### src/rtl/md_pkg.sv
// Shared definitions for the sequential multiply/divide unit.
//   - md_state_e : IDLE / CALC / FIX sequencing states
//   - MD_MULT/MD_DIV : md_sel encodings
//   - MD_WIDTH/MD_ITERS : operand width and iteration count
//   - abs/negate helpers for two's-complement magnitude handling
package md_pkg;

  localparam int   MD_WIDTH = 32;
  localparam int   MD_ITERS = 32;
  localparam logic MD_MULT  = 1'b0;
  localparam logic MD_DIV   = 1'b1;

  typedef enum logic [1:0] {
    IDLE = 2'd0,
    CALC = 2'd1,
    FIX  = 2'd2
  } md_state_e;

  // Two's-complement negate, modulo 2^32.
  function automatic logic [MD_WIDTH-1:0] neg32(input logic [MD_WIDTH-1:0] v);
    return ~v + 32'd1;
  endfunction

  // Two's-complement negate, modulo 2^64.
  function automatic logic [2*MD_WIDTH-1:0] neg64(input logic [2*MD_WIDTH-1:0] v);
    return ~v + 64'd1;
  endfunction

  // Unsigned magnitude; |-2^31| comes out as 0x80000000.
  function automatic logic [MD_WIDTH-1:0] abs32(input logic [MD_WIDTH-1:0] v);
    return v[MD_WIDTH-1] ? neg32(v) : v;
  endfunction

endpackage

### src/rtl/mult_div_unit.sv
// Sequential signed 32x32 multiplier / divider for the HI/LO registers.
// A start pulse in IDLE loads operand magnitudes, 32 shift-add (MULT) or
// restoring (DIV) iterations follow, then one FIX cycle restores signs and
// registers the result. done pulses one cycle with hi/lo valid.
// Ports:
//   clk, reset   : clock, asynchronous active-high reset
//   start        : launch request, honoured only in IDLE
//   md_sel       : 0 = MULT, 1 = DIV
//   a, b         : signed operands (multiplicand/dividend, multiplier/divisor)
//   hi, lo       : MULT product[63:32]/[31:0]; DIV remainder/quotient
//   busy         : operation in progress
//   done         : one-cycle completion pulse
//   div0         : combinational b == 0
module mult_div_unit
  import md_pkg::*;
#(
  parameter int WIDTH = 32
) (
  input  logic             clk,
  input  logic             reset,
  input  logic             start,
  input  logic             md_sel,
  input  logic [WIDTH-1:0] a,
  input  logic [WIDTH-1:0] b,
  output logic [WIDTH-1:0] hi,
  output logic [WIDTH-1:0] lo,
  output logic             busy,
  output logic             done,
  output logic             div0
);

  md_state_e         state_q, state_d;
  logic [4:0]        cnt_q, cnt_d;
  logic [WIDTH:0]    acc_q, acc_d;      // MULT: upper product half; DIV: remainder
  logic [WIDTH-1:0]  sr_q, sr_d;        // MULT: multiplier/low product; DIV: dividend/quotient
  logic [WIDTH-1:0]  mcand_q, mcand_d;  // MULT: |a|; DIV: |b|
  logic              sign_a_q, sign_a_d;
  logic              sign_b_q, sign_b_d;
  logic              op_q, op_d;
  logic [WIDTH-1:0]  hi_q, hi_d;
  logic [WIDTH-1:0]  lo_q, lo_d;
  logic              done_q, done_d;

  logic [WIDTH:0]     rem_sh_s;
  logic [WIDTH:0]     add_a_s;
  logic [WIDTH:0]     add_b_s;
  logic [WIDTH:0]     sum_s;
  logic [2*WIDTH-1:0] prod_fix_s;
  logic [WIDTH-1:0]   quot_fix_s;
  logic [WIDTH-1:0]   rem_fix_s;

  assign div0 = (b == 32'd0);
  assign busy = (state_q != IDLE);
  assign done = done_q;
  assign hi   = hi_q;
  assign lo   = lo_q;

  // Shared 33-bit adder: MULT adds the multiplicand when the multiplier LSB
  // is set; DIV subtracts the divisor (invert + carry-in) from the shifted
  // remainder. Also forms the sign-corrected results used in FIX.
  always_comb begin
    rem_sh_s = {acc_q[WIDTH-1:0], sr_q[WIDTH-1]};
    if (op_q == MD_DIV) begin
      add_a_s = rem_sh_s;
      add_b_s = ~{1'b0, mcand_q};
    end else begin
      add_a_s = acc_q;
      add_b_s = sr_q[0] ? {1'b0, mcand_q} : 33'd0;
    end
    sum_s = add_a_s + add_b_s + {32'd0, op_q};

    prod_fix_s = {acc_q[WIDTH-1:0], sr_q};
    if (sign_a_q ^ sign_b_q) begin
      prod_fix_s = neg64(prod_fix_s);
      quot_fix_s = neg32(sr_q);
    end else begin
      quot_fix_s = sr_q;
    end
    if (sign_a_q) begin
      rem_fix_s = neg32(acc_q[WIDTH-1:0]);
    end else begin
      rem_fix_s = acc_q[WIDTH-1:0];
    end
  end

  // Next-state and datapath update.
  always_comb begin
    state_d  = state_q;
    cnt_d    = cnt_q;
    acc_d    = acc_q;
    sr_d     = sr_q;
    mcand_d  = mcand_q;
    sign_a_d = sign_a_q;
    sign_b_d = sign_b_q;
    op_d     = op_q;
    hi_d     = hi_q;
    lo_d     = lo_q;
    done_d   = 1'b0;

    case (state_q)
      IDLE: begin
        // A DIV by zero is refused here; the control unit handles it via div0.
        if (start && !((md_sel == MD_DIV) && div0)) begin
          state_d  = CALC;
          cnt_d    = 5'd0;
          acc_d    = 33'd0;
          op_d     = md_sel;
          sign_a_d = a[WIDTH-1];
          sign_b_d = b[WIDTH-1];
          if (md_sel == MD_DIV) begin
            mcand_d = abs32(b);
            sr_d    = abs32(a);
          end else begin
            mcand_d = abs32(a);
            sr_d    = abs32(b);
          end
        end else begin
          state_d = IDLE;
        end
      end

      CALC: begin
        if (op_q == MD_DIV) begin
          // Non-negative trial result (bit 32 clear) means the subtract fits.
          if (!sum_s[WIDTH]) begin
            acc_d = sum_s;
            sr_d  = {sr_q[WIDTH-2:0], 1'b1};
          end else begin
            acc_d = rem_sh_s;
            sr_d  = {sr_q[WIDTH-2:0], 1'b0};
          end
        end else begin
          acc_d = {1'b0, sum_s[WIDTH:1]};
          sr_d  = {sum_s[0], sr_q[WIDTH-1:1]};
        end
        cnt_d = cnt_q + 5'd1;
        if (cnt_q == 5'(MD_ITERS - 1)) begin
          state_d = FIX;
        end else begin
          state_d = CALC;
        end
      end

      FIX: begin
        if (op_q == MD_DIV) begin
          hi_d = rem_fix_s;
          lo_d = quot_fix_s;
        end else begin
          hi_d = prod_fix_s[2*WIDTH-1:WIDTH];
          lo_d = prod_fix_s[WIDTH-1:0];
        end
        done_d  = 1'b1;
        state_d = IDLE;
      end

      default: begin
        state_d = IDLE;
      end
    endcase
  end

  // State and datapath registers with asynchronous reset.
  always_ff @(posedge clk or posedge reset) begin
    if (reset) begin
      state_q  <= IDLE;
      cnt_q    <= 5'd0;
      acc_q    <= 33'd0;
      sr_q     <= 32'd0;
      mcand_q  <= 32'd0;
      sign_a_q <= 1'b0;
      sign_b_q <= 1'b0;
      op_q     <= 1'b0;
      hi_q     <= 32'd0;
      lo_q     <= 32'd0;
      done_q   <= 1'b0;
    end else begin
      state_q  <= state_d;
      cnt_q    <= cnt_d;
      acc_q    <= acc_d;
      sr_q     <= sr_d;
      mcand_q  <= mcand_d;
      sign_a_q <= sign_a_d;
      sign_b_q <= sign_b_d;
      op_q     <= op_d;
      hi_q     <= hi_d;
      lo_q     <= lo_d;
      done_q   <= done_d;
    end
  end

endmodule

### config.mk
export PLATFORM = sky130hd
export DESIGN_NAME = mult_div_unit
export DESIGN_NICKNAME = d
export VERILOG_FILES = /design/src/rtl/md_pkg.sv /design/src/rtl/mult_div_unit.sv
export SDC_FILE = /design/constraint.sdc
export NUM_CORES = 1
export LEC_CHECK = 0
export CAP_MARGIN = 0
export CORE_AREA = 2 2 151 183
export CTS_CLUSTER_DIAMETER = 30
export CTS_CLUSTER_SIZE = 10
export DETAILED_ROUTE_END_ITERATION = 8
export DIE_AREA = 0 0 153 185
export DONT_BUFFER_PORTS = 1
export PLACE_DENSITY = 0.68
export SETUP_SLACK_MARGIN = 0.4
export SYNTH_ARGS = -nofsm -noshare
export SYNTH_HDL_FRONTEND = slang
export SYNTH_SLANG_ARGS = --single-unit
### constraint.sdc
create_clock -name clk -period 21.1 [get_ports clk]
set_input_delay 6.33 -clock clk [delete_from_list [all_inputs] [get_ports clk]]
set_output_delay 6.33 -clock clk [all_outputs]
set_load 0.1 [all_outputs]
# == Word level (Yosys, flattened, before mapping) ==
# Cells that the tools add are included.
# word_totals
regBits,172
latch_bits,0
ram_bits,0
mem_bits_ro,0
output_inout_bits,67
elab_cells,65
memories,0
# op_classes
n_addsub,8
mul,0
div_mod_pow,0
magnitude_cmp,0
eq_ne,4
shift,0
n_mux,26
bitwise,7
n_reduce_logical,9
# ops
cell,n
32-bit 2-to-1 mux,11
33-bit 2-to-1 mux,5
32-bit by 1-bit adder with 32-bit output (second input constant),4
32-bit NOT,4
33-bit one-hot mux with 2 select lines,1
64-bit by 1-bit adder with 64-bit output (second input constant),1
64-bit 2-to-1 mux,1
64-bit NOT,1
32-bit one-hot mux with 2 select lines,1
33-bit by 1-bit adder with 33-bit output,1
33-bit adder,1
32-bit NOT with 33-bit output,1
32-bit zero test,1
5-bit one-hot mux with 2 select lines,1
5-bit by 1-bit adder with 5-bit output (second input constant),1
5-bit equality test (second input constant),1
5-bit 2-to-1 mux,1
2-bit one-hot mux with 2 select lines,1
2-bit AND reduction,2
2-bit nonzero test,2
1-bit 2-to-1 mux,3
2-bit by 1-bit equality test with 1-bit output (second input constant),1
2-bit equality test (second input constant),1
1-bit logical AND,2
5 further kinds,5

# == Longest topological paths before layout ==
# depth
ltp_word,7
mapped_depth,18

# == Worst setup path before layout ==
# OpenSTA, ideal clock, no wires.
# synth_path
path_type,input to output
startpoint,input port b[22]
endpoint,output port div0
t_arrival_ns,8.451
t_required_ns,14.770
setup_slack_ns,6.319
stages,4
path_buffers,0
path_cell_list,or4_4 > or3_4 > or4_4 > nor3_4
# synth_between
elab_chain_cells,1
# synth_rtl
item,line,text
start: declaration,mult_div_unit.sv:24,"input logic [WIDTH-1:0] b,"
32-bit zero test,mult_div_unit.sv:52,assign div0 = (b == 32'd0);
end: declaration,mult_div_unit.sv:29,output logic div0
# No other way between the ends.

# == Worst setup path in the final report ==
# layout_path
startpoint,input port b[8]
endpoint,output port div0
# The elaborated chain is that of the path after synthesis.

==> results.json <==
{
  "yosysSeqAreaShare_pct": 32.29,
  "drtAntennaViolNets": 0,
  "drt-wirelength-per-cell_um": 20.24,
  "fin_setup_tns_ns": 0,
  "drtIter0Drc": 896,
  "root_buffer": "clkbuf_16",
  "insertion_delay_ns": 0.45,
  "cp_num_cells": 5,
  "critPathCaptureType": "output port",
  "gp_congestion": 0.9043,
  "antenna_found_initial": 0,
  "start_util_pct": 49.97,
  "synthFlopType": "dfrtp_1",
  "worstPathArrival_ns": 8.70,
  "tightest_slew_ns": 1.084,
  "synth.area.top_cells": "dfrtp_1 32%, o21ai_0 8.2%, nand2_1 6.1%, mux2i_1 5.1%, xnor2_1 5.1%",
  "fmax_ghz": 0.06653,
  "synth_most_common_cell": "o21ai_0",
  "core_mm2": 0.02667,
  "cts_setup_buffers": 0,
  "dp_hpwl_um": 28380,
  "yosys.cell_types.count": 79,
  "ys_ff_latch": 172,
  "first_pass_iters": 5,
  "skew_ns": 0.01832,
  "worstHoldPathType": "reg2reg",
  "synthToLayoutAreaGrowth_pct": 4.356,
  "syn-cell-area_mm2": 0.01333,
  "clk_path_buf_depth": 2,
  "cp_top_family": "simple AND/OR/NAND/NOR gates",
  "cts_buffers": 17,
  "cts_resized": 0,
  "cts_hold_buffers": 0,
  "yosysTopAreaCell": "dfrtp_1",
  "port_buffers": 0,
  "die_x_um": 153,
  "seqCellArea_mm2": 0.004308,
  "min-delay-start": "acc_q[32]",
  "setup_violations": 0,
  "pre_cts_ws_ns": 6.056,
  "hold_viol": 0,
  "r2r_cells": 15,
  "multi_input_area_mm2": 0.008423,
  "reg2reg_from": "op_q",
  "synth_top_area_share_pct": 32.29,
  "viasPerCell": 6.219,
  "placedCellCount": 1835,
  "netlist_instances": 1602,
  "drive_above_1_share_pct": 8.120,
  "rsz0062_at_grt": "no",
  "fin_crit_ns": 15.03,
  "ys_top_cells_by_count": "219 x o21ai_0, 217 x nand2_1, 172 x dfrtp_1",
  "period_share_pct": 71.24,
  "nFillCells": 2530,
  "startpoint": "b[8]",
  "final_nets": 1622,
  "r2r-end": "acc_q[1]",
  "cts_tree": "done",
  "drc": 0,
  "numClockSinks": 172,
  "endpoint": "div0",
  "max_stage_delay_ns": 0.91,
  "async_flop_share_pct": 100.0,
  "crit_fanout": 6,
  "die-area_mm2": 0.02831,
  "syn_avg_cell_area_um2": 8.320,
  "crit_chain": "or4_4 -> nor4_4 -> nand3_1 -> nand3b_4 -> nor3_4",
  "r2r_slack_ns": 15.67,
  "grt_pass1_vias": 11040,
  "ios": 135,
  "clk_pin_slew_ns": 0.07,
  "dieHeight_um": 185,
  "yosys_warnings": 0,
  "status": "complete, no violations",
  "synth_edf_count": 0,
  "crit_type": "in2out",
  "overflow": 0,
  "diodes": 0,
  "routed_wl_um": 37790,
  "dr_total_vias": 11610,
  "slew_violations": 0,
  "cp_num_buf_inv": 0,
  "cp-start-kind": "input pin",
  "crit_slowest_cell": "nor3_4",
  "cp.required_ns": 14.77,
  "synth_fp_nets": 1710,
  "grtUsageTotal_pct": 26.52,
  "grt_pass1_wl_um": 59710,
  "grt_max_degree": 120,
  "slew_headroom_pct": 27.50,
  "cap_viol_max_count": 0,
  "layout_setup_ws_ns": 6.068,
  "fin_cells": 1867,
  "htree_levels": 4,
  "rows": 66,
  "fin_util_pct": 52.15
}
[flip-flops by register name, indices dropped and copies added, names as in the netlist]
| name | cells |
|---|---|
| acc_q | 33 |
| cnt_q | 5 |
| done | 1 |
| hi | 32 |
| lo | 32 |
| mcand_q | 32 |
| op_q | 1 |
| sign_a_q | 1 |
| sign_b_q | 1 |
| sr_q | 32 |
| state_q | 2 |
[logic make-up after synthesis]
family                   after synthesis  share of synthesized area (%)
flip-flops                           172                          32.29
buffers and inverters                148                          4.712
adder cells (fa/ha/maj)               40                          3.867
XOR/XNOR                             151                          9.978
multiplexers                         106                          8.317
AO/OA/AOI/OAI                        525                          24.39
AND/OR/NAND/NOR                      460                          16.45
[worst min path at each step]
stage                             to  slack, ns  cells past startpoint
after floorplan             cnt_q[3]       0.44                      1
after global placement      cnt_q[3]       0.46                      1
after detailed placement   acc_q[32]       0.48                      1
after CTS                  acc_q[32]       0.50                      1
after global routing      mcand_q[1]       0.52                      2
final                      acc_q[32]       0.50                      1
[cell type report]
class,count,area share (%)
Timing Repair Buffer,14,0.7556
Multi-Input combinational cell,1282,60.56
Inverter,27,0.7646
Sequential cell,172,30.97
Tap cell,340,3.058
Clock inverter,14,0.8096
Clock buffer,18,3.085
[routing by layer]
layer | wire (µm) | track usage (%) | vias up
met5 | 0 | 0 | -
met1 | 15840 | 32.59 | 5501
met2 | 18560 | 46.40 | 409
met4 | 1527 | 11.70 | 0
li1 | - | - | 5605
met3 | 1860 | 3.907 | 95
[layout by cell type, fill, tap and decap left out, drive strengths merged, types with 34 or more instances in the layout]
| master | instances |
|---|---|
| xor2 | 74 |
| a211oi | 34 |
| mux2 | 38 |
| nor3 | 36 |
| nor2 | 87 |
| o21ai | 227 |
| dfrtp | 172 |
| ha | 38 |
| nand2 | 217 |
| xnor2 | 77 |
| a21oi | 89 |
| mux2i | 68 |
[stage by stage]
step                hold WS, ns  area, µm²
floorplan                0.4425      13330
global placement         0.4585      13370
detailed placement       0.4815      13370
CTS                      0.4968      13910
global route             0.5214      13910
finish                   0.4951      13910
Power is not shown: default switching activity piles up to over one toggle a cycle in this logic, so the estimate is an artifact.
